--- config.mk ---
export PLATFORM = sky130hd
export DESIGN_NAME = prime_gen
export DESIGN_NICKNAME = d
export VERILOG_FILES = /design/src/rtl/prime_pkg.sv /design/src/rtl/prime_chk.sv /design/src/rtl/prime_gen.sv
export SDC_FILE = /design/constraint.sdc
export NUM_CORES = 1
export LEC_CHECK = 0
export BUFFER_PORTS_ARGS = -buffer_cell sky130_fd_sc_hd__buf_2
export CAP_MARGIN = 20
export CORE_UTILIZATION = 40
export CTS_BUF_LIST = sky130_fd_sc_hd__clkbuf_8
export DETAILED_ROUTE_END_ITERATION = 16
export GPL_TIMING_DRIVEN = 0
export PLACE_DENSITY = 0.7
export SLEW_MARGIN = 10
export SYNTH_ARGS = -nofsm -noshare
export SYNTH_HDL_FRONTEND = slang
export SYNTH_SLANG_ARGS = --single-unit
--- constraint.sdc ---
create_clock -name clk -period 1.75 [get_ports clk]
set_input_delay 0.0875 -clock clk [delete_from_list [all_inputs] [get_ports clk]]
set_output_delay 0.0875 -clock clk [all_outputs]
set_load 0.1 [all_outputs]
--- src/rtl/prime_pkg.sv ---
// prime_pkg: shared state encoding and sequence limits for the prime generator.
package prime_pkg;

    typedef enum logic [1:0] {IDLE, SEARCH, HOLD, DONE} state_t;

    localparam logic [3:0] LAST_CAND  = 4'd15;
    localparam logic [2:0] NUM_PRIMES = 3'd6;

endpackage

--- src/rtl/prime_chk.sv ---
// prime_chk: combinational 4-bit primality test.
module prime_chk (
    input  logic [3:0] cand_i,
    output logic       is_prime_o
);

    // one bit per value 0..15, set for 2,3,5,7,11,13
    localparam logic [15:0] PRIME_MASK = 16'h28AC;

    assign is_prime_o = PRIME_MASK[cand_i];

endmodule

--- src/rtl/prime_gen.sv ---
// prime_gen: steps a 4-bit candidate, presents each prime with a valid/ready handshake.
module prime_gen
    import prime_pkg::*;
#(
    parameter bit WRAP = 1'b0
) (
    input  logic       clk,
    input  logic       rst,
    input  logic       start,
    input  logic       ready,
    output logic       A,
    output logic       B,
    output logic       C,
    output logic       D,
    output logic       valid,
    output logic       busy,
    output logic       done,
    output logic [2:0] count
);

    state_t     state_q, state_d;
    logic [3:0] cand_q, cand_d;
    logic [3:0] val_q, val_d;
    logic [2:0] count_q, count_d;
    logic       is_prime;

    prime_chk u_chk (
        .cand_i    (cand_q),
        .is_prime_o(is_prime)
    );

    always_ff @(posedge clk or posedge rst) begin
        if (rst) begin
            state_q <= IDLE;
            cand_q  <= 4'd0;
            val_q   <= 4'd0;
            count_q <= 3'd0;
        end else begin
            state_q <= state_d;
            cand_q  <= cand_d;
            val_q   <= val_d;
            count_q <= count_d;
        end
    end

    always_comb begin
        state_d = state_q;
        case (state_q)
            IDLE, DONE: state_d = start ? SEARCH : state_q;
            SEARCH:     state_d = is_prime ? HOLD :
                                  (cand_q == LAST_CAND && !WRAP) ? DONE : SEARCH;
            HOLD:       state_d = ready ? SEARCH : HOLD;
        endcase
    end

    // candidate counter and output register are kept apart so A..D stay quiet while searching
    always_comb begin
        cand_d  = cand_q;
        val_d   = val_q;
        count_d = count_q;
        case (state_q)
            IDLE, DONE: begin
                cand_d  = start ? 4'd0 : cand_q;
                count_d = start ? 3'd0 : count_q;
            end
            SEARCH: begin
                cand_d = is_prime ? cand_q : cand_q + 4'd1;
                val_d  = is_prime ? cand_q : val_q;
            end
            HOLD: begin
                cand_d  = ready ? cand_q + 4'd1 : cand_q;
                count_d = (ready && count_q != NUM_PRIMES) ? count_q + 3'd1 : count_q;
            end
        endcase
    end

    always_comb begin
        valid = state_q == HOLD;
        busy  = state_q == SEARCH || state_q == HOLD;
        done  = state_q == DONE;
        {A, B, C, D} = val_q;
        count = count_q;
    end

endmodule

* Yosys cells after proc, flatten, opt, wreduce, memory -nomap -nowiden
Memory sizes are Yosys's and may differ from the RTL's.
Index checks and enable logic that the tools add are counted.
** Operators by class
- Add/sub/neg operators :: 2
- Magnitude comparators :: 1
- Eq/ne operators :: 9
- Mux-type cells :: 13
- Reduce and logical (&&, ||, !) cells :: 8
** Operators with widths (count)
- 4-bit two-way mux :: 3
- 4-bit case mux with 3 select lines :: 1
- 2-bit two-way mux :: 4
- 3-bit two-way mux :: 2
- 2-bit != test (second input constant) :: 3
- 2-bit case mux with 3 select lines :: 1
- 3-bit case mux with 2 select lines :: 1
- 3-bit AND reduction :: 2
- 4-bit by 5-bit < comparator with 1-bit output (second input constant) :: 1
- 4-bit by 1-bit adder with 4-bit output (second input constant) :: 1
- 2-bit equality test (second input constant) :: 2
- 4-bit equality test (second input constant) :: 1
- 3-bit by 1-bit adder with 3-bit output (second input constant) :: 1
- 3-bit != test (second input constant) :: 1
- 2-bit by 1-bit equality test with 1-bit output (second input constant) :: 1
- 2-bit logical NOT :: 1
- 2-bit by 1-bit != test with 1-bit output (second input constant) :: 1
- 2-bit AND reduction :: 1
- 2-bit nonzero test :: 1
- 2-bit OR reduction :: 1
- 1-bit logical AND :: 1
- 1-bit logical OR :: 1
- 1-bit two-way mux :: 1
** Word-level totals
- Flip-flop bits (word level) :: 13
- Memory bits (read-only) :: 16
- Input bits :: 4
- Output and inout port bits :: 10
- Logic and storage cells :: 38
- Memories :: 1
** Memories
- (no name shown) :: words 16, width 1, rd ports 1, clocked after memory_dff 0, write ports 0, RTL line prime_chk.sv:10 : assign is_prime_o = PRIME_MASK[cand_i];

* Logic depth before layout (Yosys ltp)
- Depth in word-level cells :: 4
- Gate-level depth with buffers :: 6
- Depth with buffers taken out :: 5

* By module
Synthesis repeated with hierarchy kept, for this count alone.
** Unflattened totals
- Cell total of the unflattened synthesis :: 74
- Area, all modules :: 757.0 um2
** Modules (own cells, without submodules)
- prime_gen :: times used 1, cells each 71, area an instance 737.0 um2
- prime_chk :: times used 1, cells each 3, area an instance 20.0 um2

* Least setup slack after synthesis
OpenSTA, ideal clock, no wires.
- Path type :: reg-to-reg
- Start :: reg state_q[0]
- End :: reg count_q[1], in the netlist count[1]
- Data arrival time :: 2.385 ns
- Data required time :: 1.624 ns
- Path slack :: -0.760 ns
- Stages on the path, launching flop included :: 7
- Clock period less this slack :: 2.510 ns
- Cell sequence :: dfrtp_1 -> inv_1 -> ha_1 -> clkbuf_1 -> nor2_1 -> a211oi_1 -> mux2_2
** Between the ends
- Elaborated cells between the ends (all ways) :: 9
** RTL lines
- start: declaration :: RTL line prime_gen.sv:21 : state_t state_q, state_d;
- start signal: assignment :: RTL line prime_gen.sv:39 : state_q <= state_d;
- 2-bit equality test (*)
- named net valid :: RTL line prime_gen.sv:15 : output logic valid,
- 2-bit by 1-bit != test with 1-bit output (no line) or 2-bit nonzero test (tied branches)
- 3-bit AND reduction (no line)
- end signal: assignment :: RTL line prime_gen.sv:42 : count_q <= count_d;
- end: declaration :: RTL line prime_gen.sv:24 : logic [2:0] count_q, count_d;
Mark *: on every way through the listed nets, which the timed path passes. The rest lies on a longest branch.
A chain may end at the register's enable or synchronous reset.

* Worst setup path in the final report
- Start :: reg cand_q[0]
- End :: reg cand_q[1]
** Between the ends
- Word-level cells in the longest chain between the ends :: 4
- Elaborated cells between the ends (all ways) :: 8
** RTL lines
- start: declaration :: RTL line prime_gen.sv:22 : logic [3:0] cand_q, cand_d;
- start signal: assignment :: RTL line prime_gen.sv:40 : cand_q <= cand_d;
- memory read 16 x 1 bit
- 1-bit two-way mux (implied by the code) :: RTL line prime_chk.sv:10
- 2-bit != test (no line)
- 3-bit AND reduction (no line)
Parallel ways exist; a longest one is shown, timed or not. The select of a mux whose other input is x is not followed.

==> summary.txt <==
STA
  • Worst slew margin: between 60% and 70%
  • FMAX: 0.530 GHz
  • Setup violators final: 8
  • Final period util: 108%
  • Unrepaired setup endpoints after global routing: yes
  • Final critical-path required period: 1890 ps
  • Final Max Tran Viols: 0
  • Final TNS setup: -660 ps
  • Worst Tran Pin Value: 556 ps
  • Final clock skew: 0.663 ps
  • Hold Vio Cnt, Final: 0
  • Final worst slack: -137 ps

Yosys
  • Post-synthesis mux area share: between 10% and 20%
  • Syn Inst Count: 70
  • Post-Synth Simple-Gate Area: just under 7%
  • Area of the mapped netlist: 776 um2
  • Syn Nets: around 80
  • Synth Register Bits: 13
  • Largest cells by area after synthesis: dfrtp_1 42%, ha_1 13%, mux2_2 7.3%
  • Largest family of logic cells by synthesized area: compound AO/OA/AOI/OAI gates
  • EDFF count, synth: 0
  • Share of the synthesized area in the top cell type: between 40% and 50%
  • Post-synthesis adder-cell area fraction: 12.9%
  • Synth cell types: 27
  • Syn avg cell area: ~11 um2
  • Async set or reset register ratio after synthesis: 100%
  • Synth Area in XOR/XNOR: 0%
  • Seq/Total Area, Yosys: 41.9%
  • Yosys top cell by area: dfrtp_1
  • Post-synthesis compound-gate area fraction: about a fifth
  • YS warnings: 0
  • Synth Flop Type: dfrtp_1

Drt
  • DR WL met3: roughly 38 um
  • Met1 wire length: approximately 670 um
  • Via count of the routed design: roughly 640
  • Final wirelength: between 1.5 and 2 mm
  • Drt pass-1 iters: 4
  • Top routing layer in use: met4
  • Initial DRC Count: 10
  • Post-DR vias/cell: roughly 5.4
  • Residual DRC count: 0
  • Post-route ant nets: 0
  • WL/cell: about 14 um
  • Met2 WL post-DR: slightly below 1 mm

Cells and area
  • Ant. Diodes: 0
  • Area delta synth->final: 37.3%
  • Layout cells sized above 1: 54.3%
  • Final core utilization: 60.4%
  • Commonest non-fill, non-tap cell in the layout: buf_2
  • Layout Nets: ~110
  • Count of non-filler cells in the finished layout: between 100 and 150
  • Fill cells: around 170
  • Commonest non-fill, non-tap cells in the layout: 13 x buf_2, 9 x dfrtp_1, 8 x inv_1

Place
  • Placed cells: ~110
  • DP Wirelength: about 1.1 mm
  • Gpl congestion: approximately 0.81
  • I/O Buffers: 13

Global route
  • All-Layer GR Usage: slightly below 20%
  • First-pass GRT wire length: around 2.8 mm
  • Total grt overflow: 0
  • Initial antenna violation count: 0
  • Largest net degree at the start of global routing: 14
  • Number of global-route vias before repair: 648

Worst setup path
  • Worst path max stage delay: ~580 ps
  • Worst EP arrival: a little over 2000 ps
  • Worst setup SP type: register
  • Crit Path Max Fanout: 7
  • Crit path buf inv count: 0
  • Worst Setup End Kind: register
  • Req. time, crit path: 1880 ps
  • Reg-to-reg slack, setup: -140 ps
  • Kind of critical path: reg2reg
  • Critical path's slowest cell: mux4_2
  • End of the worst register-to-register path: cand_q[1]
  • Reg2Reg Launch Point: cand_q[0]
  • Delay-heaviest family, CP: compound AO/OA/AOI/OAI gates
  • WP depth: 4
  • CP Cell Sequence: ha_2 -> mux4_2 -> a211o_4 -> a32o_1
  • R2r worst-path depth: 4

Die
  • # IOs: 14
  • Die H: between 40 and 50 um
  • Die area: ~0.0021 mm2
  • Chip width: approximately 46 um
  • Initial core utilization: 44.0%
  • FP Rows: 15
  • Core ar.: ~0.0018 mm2

Clocking
  • Clk_lat worst skew: between 200 and 250 ps
  • CTS tree: done
  • Clock Sinks: 13
  • Clk slew on worst S/H paths: approximately 50 ps
  • H-tree depth: 1
  • Longest Clk Path Bufs: 2
  • Num CTS Buffers: 3
  • Clock root cell: clkbuf_8

Run status
  • Failing checks: negative setup slack
  • Status: finished, violations left

Run
  • Max-cap viol count: 0

Hold path
  • Worst Hold Launch: start
  • Hold/Removal Path Class: in2reg
  • Hold Path Depth: 3
  • Hold EP: state_q[1]
-- layout make-up --
class                           count  area (um2)  share of cell area (%)
Clock buffer                        3        41.3                    3.88
Inverter                           10        41.3                    3.88
Timing Repair Buffer               20         120                    11.3
Multi-Input combinational cell     45         467                    43.8
Sequential cell                    13         333                    31.3
Clock inverter                      1        3.75                   0.353
Buffer                              2        27.5                    2.59
Tap cell                           25        31.3                    2.94
-- worst min-delay path, delay by kind of cell --
family	cells	cell delay, ps
AO/OA/AOI/OAI	2	140
buffers and inverters	1	120
-- kinds of logic after synthesis --
kind of cell	count (synthesis)
compound gates	20
simple gates	10
flops	13
mux	7
buf+inv	12
fa+ha+maj	8
-- what timing repair did --
| action | in CTS | in global routing |
|---|---|---|
| pin swaps | 2 | 1 |
| gates resized for setup | 4 | 8 |
| setup buffers | 4 | 2 |
| hold buffers | 1 | 0 |
| gates cloned | 0 | 0 |
| hold endpoints to repair | 13 | 0 |
| endpoints found under the setup margin | 9 | 11 |
-- registers in the layout (all words and copies together), names as in the netlist --
signal   count
cand_q       4
val_q        4
count        3
state_q      2
-- stage by stage --
stage / setup WS (ps) / area, um2 / hold WS [ps]
final: -137 / 1060 / 149
after global routing: -161 / 1060 / 160
after floorplan: -117 / 836 / -35.6
after detailed placement: -253 / 932 / 148
after global placement: -174 / 932 / 143
after CTS: -106 / 1020 / 102
-- cell usage after synthesis (all sizes together), types with 2 or more instances --
| master | number |
|---|---|
| a21oi | 3 |
| nand2 | 3 |
| o22a | 2 |
| nor2b | 3 |
| a21bo | 2 |
| mux2 | 5 |
| o21a | 2 |
| inv | 10 |
| clkbuf | 2 |
| ha | 8 |
| dfrtp | 13 |
| a2111oi | 3 |
-- per-layer routing --
| layer | up-vias | track usage [%] |
|---|---|---|
| li1 | 304 | - |
| met1 | 319 | 20.1 |
| met2 | 10 | 37.2 |
| met3 | 5 | 3.57 |
| met4 | 0 | 10.6 |
| met5 | - | 0 |
-- worst max-delay path by stage --
stage / end / slack (ps) / startpoint
2_1_floorplan: cand_q[3] / -120 / state_q[0]
3_3_place_gp: cand_q[3] / -170 / cand_q[1]
3_5_place_dp: cand_q[0] / -250 / cand_q[1]
4_1_cts: cand_q[1] / -110 / cand_q[0]
5_1_grt: cand_q[1] / -160 / cand_q[0]
6_report: cand_q[1] / -140 / cand_q[0]
Power is left out: the tool's default activity adds up to more than one toggle a clock period on the data nets, which glitch-free logic cannot reach.
